<file path="src/rtl/irq_capture_arbiter.sv">
// Captures one-cycle interrupt strobes from four sources and presents one pending
// event at a time as a strictly one-hot vector plus its payload, under valid/ack.
module irq_capture_arbiter #(
    parameter int RR_EN = 0,
    parameter int W     = 8
) (
    input  logic         clk_i,
    input  logic         rst_ni,
    input  logic [3:0]   req_i,
    input  logic [W-1:0] a_i,
    input  logic [W-1:0] b_i,
    input  logic [W-1:0] c_i,
    input  logic [W-1:0] d_i,
    input  logic         ack_i,
    input  logic         ovf_clr_i,
    output logic         valid_o,
    output logic [3:0]   interrupt_o,
    output logic [W-1:0] a_o,
    output logic [W-1:0] b_o,
    output logic [W-1:0] c_o,
    output logic [W-1:0] d_o,
    output logic [3:0]   pending_o,
    output logic [3:0]   ovf_o
);

    typedef enum logic {IDLE, PRESENT} state_t;

    state_t              state_q, state_d;
    logic [3:0]          pending_q, ovf_q, irq_q, irq_d, ack_vec;
    logic [3:0][W-1:0]   lat_q, lane_q, lane_d, pay_in;
    logic                valid_q, valid_d;
    logic [1:0]          win_q, win_d, ptr_q, ptr_d, sel_idx, cand;
    logic                sel_found;

    assign pay_in  = {a_i, b_i, c_i, d_i};
    assign ack_vec = (state_q == PRESENT && ack_i) ? (4'b0001 << win_q) : 4'b0000;

    // A strobe on the edge that acks the same source re-arms it instead of overflowing.
    always_ff @(posedge clk_i or negedge rst_ni) begin
        if (!rst_ni) begin
            pending_q <= '0;
            ovf_q     <= '0;
            lat_q     <= '0;
        end else begin
            for (int k = 0; k < 4; k++) begin
                if (req_i[k]) begin
                    if (!pending_q[k] || ack_vec[k]) begin
                        pending_q[k] <= 1'b1;
                        lat_q[k]     <= pay_in[k];
                    end
                end else if (ack_vec[k]) begin
                    pending_q[k] <= 1'b0;
                end
            end
            ovf_q <= (ovf_clr_i ? 4'b0000 : ovf_q) | (req_i & pending_q & ~ack_vec);
        end
    end

    // The pointer holds the first bit to search; fixed priority always starts at 3.
    always_comb begin
        sel_found = 1'b0;
        sel_idx   = 2'd0;
        cand      = 2'd0;
        for (int i = 0; i < 4; i++) begin
            cand = (RR_EN != 0) ? ptr_q - 2'(i) : 2'(3 - i);
            if (!sel_found && pending_q[cand]) begin
                sel_found = 1'b1;
                sel_idx   = cand;
            end
        end
    end

    always_comb begin
        state_d = state_q;
        valid_d = valid_q;
        irq_d   = irq_q;
        lane_d  = lane_q;
        win_d   = win_q;
        ptr_d   = ptr_q;
        case (state_q)
            IDLE: begin
                if (sel_found) begin
                    state_d         = PRESENT;
                    valid_d         = 1'b1;
                    irq_d           = 4'b0001 << sel_idx;
                    lane_d          = '0;
                    lane_d[sel_idx] = lat_q[sel_idx];
                    win_d           = sel_idx;
                    ptr_d           = sel_idx - 2'd1;
                end
            end
            PRESENT: begin
                if (ack_i) begin
                    state_d = IDLE;
                    valid_d = 1'b0;
                    irq_d   = 4'b0000;
                    lane_d  = '0;
                end
            end
            default: state_d = IDLE;
        endcase
    end

    always_ff @(posedge clk_i or negedge rst_ni) begin
        if (!rst_ni) begin
            state_q <= IDLE;
            valid_q <= 1'b0;
            irq_q   <= 4'b0000;
            lane_q  <= '0;
            win_q   <= 2'd0;
            ptr_q   <= 2'd3;
        end else begin
            state_q <= state_d;
            valid_q <= valid_d;
            irq_q   <= irq_d;
            lane_q  <= lane_d;
            win_q   <= win_d;
            ptr_q   <= ptr_d;
        end
    end

    assign valid_o     = valid_q;
    assign interrupt_o = irq_q;
    assign a_o         = lane_q[3];
    assign b_o         = lane_q[2];
    assign c_o         = lane_q[1];
    assign d_o         = lane_q[0];
    assign pending_o   = pending_q;
    assign ovf_o       = ovf_q;

endmodule

</file>
<file path="config.mk">
export PLATFORM = sky130hd
export DESIGN_NAME = irq_capture_arbiter
export DESIGN_NICKNAME = d
export VERILOG_FILES = /design/src/rtl/irq_capture_arbiter.sv
export SDC_FILE = /design/constraint.sdc
export NUM_CORES = 1
export LEC_CHECK = 0
export ABC_AREA = 1
export CORE_ASPECT_RATIO = 0.75
export CORE_MARGIN = 2
export CORE_UTILIZATION = 34
export CTS_CLUSTER_DIAMETER = 100
export CTS_CLUSTER_SIZE = 20
export DETAILED_ROUTE_END_ITERATION = 6
export PLACE_DENSITY = 0.55
export SYNTH_ARGS = -nofsm -noshare
export SYNTH_HDL_FRONTEND = slang
export SYNTH_SLANG_ARGS = --single-unit
export TNS_END_PERCENT = 10
</file>
<file path="constraint.sdc">
create_clock -name clk_i -period 1.65 [get_ports clk_i]
set_clock_uncertainty 0.2 [all_clocks]
set_input_delay 0.33 -clock clk_i [delete_from_list [all_inputs] [get_ports clk_i]]
set_output_delay 0.33 -clock clk_i [all_outputs]
set_load 0.1 [all_outputs]
</file>
==> flow_summary.toml <==
[global_route]
grt_max_degree = 39
grtUsageTotal = 0.181
antenna_found_initial = 0
grt_pass1_wl_um = 15600
grt_pass1_vias = 3042
grt.overflow.total = 0

[synth]
ys_types = 19
ys_seq_elements = 80
synthAdderAreaFrac = 0
synth_warnings = 0
yosysSeqAreaShare = 0.573
synth.area.top_cells = "dfrtp_1, nand2_1, nand3_1"
synth_mux_area_frac = 0
synth_xor_xnor_area_share = 0
synth_simple_gate_area_frac = 0.336
syn_area_um2 = 3500
synth_top_family_by_area = "simple AND/OR/NAND/NOR gates"
synth.avg_cell_area_um2 = 8.44
yosysTopAreaCell = "dfrtp_1"
yosysTopAreaCellShare = 0.573
synth_compound_area_frac = 0.0347
synth_cells = 414
syn-num-nets = 454

[cts]
clk_latency_ns = 0.34
cts.reportedPaths.clkPinSlew_ns = 0.06
clockRootBuffer = "clkbuf_16"
numCtsBuffers = 9
clock-sinks = 80
clock_path_buffers = 2
postCtsSetupBuffers = 0
cts_tree = "yes"
htree_levels = 3

[critical_path]
end_kind = "output pin"
start_kind = "flip-flop"
r2r_slack_ns = 0.06
crit_buf_inv = 2
r2r_cells = 6
cp.depth = 2
crit_required_ns = 1.12
critical-path-top-delay-family = "flip-flops"
timing.rr.start = "pending_o[3]"
critPathMaxFanout = 3
critical_path_arrival_ns = 1.14
crit_path_top_delay_cell = "dfrtp_4"
cpPeakStageDelay_ns = 0.51
path_cells = "buf_6 > buf_12"
rr_endpoint = "d_o[6]"
critPathKind = "flip-flop to output pin"

[outcome]
outcome = "finished with violations"
violations = "setup timing"

[job]
drv_cap = 0

[placed_design]
placed_cells = 640
place_congestion = 0.830
dp_hpwl_um = 7180
preCtsSetupSlack_ns = -0.323
place_area_um2 = 5090
port_buffers = 84

[timing]
slew_headroom = 0.721
fin_ws_ns = -0.0175
setup_tns_ns = -0.0175
fin_crit_sh = 1.01
hold_ws_ns = 0.250
rsz0062_at_grt = "yes"
setup_viol = 1
max_slew.worst_pin.slew_ns = 0.418
fmax_mhz = 600
period_needed_ns = 1.67
finalHoldViolCount = 0
slew_viol_final = 0

[floorplanning]
die_h_um = 91.8
coreArea_um2 = 10100
ios = 85
die_x_um = 121
dieArea_um2 = 11100
initial_core_util = 0.345
num_rows = 32

[finish]
final_common_cell = "nand2_1"
fin_cells = 656
fin_nets = 555
final_cell_mix = "nand2_1, nand3_1, dfrtp_1"
fillers = 912
syn_to_final_growth_pct = 55.3
drive_gt1_frac = 0.210
n_antenna_cell = 0
fin_area_um2 = 5430

[pwr]
swShare = 0.432
vdd_ir_drop_max_uv = 938
p_int_mw = 5.25
p_per_area_nw_per_um2 = 1700
clkPwrFrac = 0.220
power.leakage_nw = 2.71
seqPwrFrac = 0.334
netSwitchingPower_mw = 4.00
comb_power_share = 0.446

[drt]
wl_um = 9380
num_vias = 3099
drc_errors = 0
routedWlPerCell_um = 14.3
firstDrtPassIters = 4
drt_iter0_drc = 227
via_per_inst = 4.72
postRouteAntennaNets = 0

[hold_path]
hold_class = "input pin to asynchronous set/reset pin"
worst max path at each step:
stage,start,endpoint,slack [ns]
6_report,pending_o[3],pending_o[3],-0.02
5_1_grt,pending_o[3],pending_o[3],-0.04
2_1_floorplan,pending_o[3],b_o[5],-0.04
3_5_place_dp,ack_i,lat_q[12],-0.32
4_1_cts,pending_o[3],pending_o[3],-0.03
3_3_place_gp,ack_i,lat_q[10],-0.30
synthesized netlist by cell type:
master,n
nor2_2,3
o21ai_4,1
inv_2,2
nand3_1,98
dfrtp_1,80
nand4_1,1
nand2_2,2
nor2_4,1
nand2_1,165
a21oi_1,3
o22ai_1,4
buf_6,4
buf_2,10
clkbuf_1,4
o21ai_1,5
inv_1,21
nand2_4,1
o21ai_0,8
or2_1,1
worst reg2reg max path, delay by kind of cell, from the launching register on:
family / cells / cell delay (ns)
compound gates: 1 / 0.10
buf+inv: 1 / 0.15
flops: 1 / 0.51
simple gates: 4 / 0.52
logic make-up after synthesis:
logic type	Yosys count
AND/OR/NAND/NOR	272
buffers and inverters	41
AO/OA/AOI/OAI	21
flip-flops	80
flip-flops by register name, indices dropped and copies added (netlist names):
name         cells
b_o              8
win_q            2
c_o              8
lat_q           32
a_o              8
d_o              8
ovf_o            4
pending_o        4
valid_o          1
state_q          1
interrupt_o      4
stage by stage:
stage,total power [mW],utilization
floorplan,5.58,-
global placement,7.14,0.502
detailed placement,7.21,0.502
CTS,9.26,0.533
global route,9.75,0.536
finish,9.25,0.536
routing by layer:
| metal | vias up | wire length (um) | GRT usage |
|---|---|---|---|
| met1 | 1431 | 4690 | 0.266 |
| met2 | 109 | 3930 | 0.257 |
| met4 | 0 | 173 | 0.0591 |
| met3 | 14 | 595 | 0.0498 |
| li1 | 1545 | - | - |
| met5 | - | 0 | 0 |
what timing repair did:
item                                    in CTS  in global routing
hold buffers                                 1                  0
endpoints found under the setup margin       4                 72
hold endpoints to repair                    20                  0
gates resized for setup                      1                 11
pin swaps                                    0                  0
layout make-up:
cell class	instances	area, um^2	share of cell area
Tap cell	136	170	0.0313
Clock inverter	4	51.3	0.00945
Multi-Input combinational cell	293	1320	0.243
Inverter	23	90.1	0.0166
Clock buffer	12	256	0.0472
Timing Repair Buffer	108	1530	0.281
Sequential cell	80	2020	0.371
power groups by stage:
stage / clock (mW) / sequential (mW) / combinational [mW]
floorplan: 0 / 4.14 / 1.43
global placement: 0 / 3.09 / 4.05
detailed placement: 0 / 3.10 / 4.11
CTS: 2.07 / 3.08 / 4.11
global route: 2.15 / 3.16 / 4.44
finish: 2.04 / 3.09 / 4.12
Power figures use the tool's default switching activity.
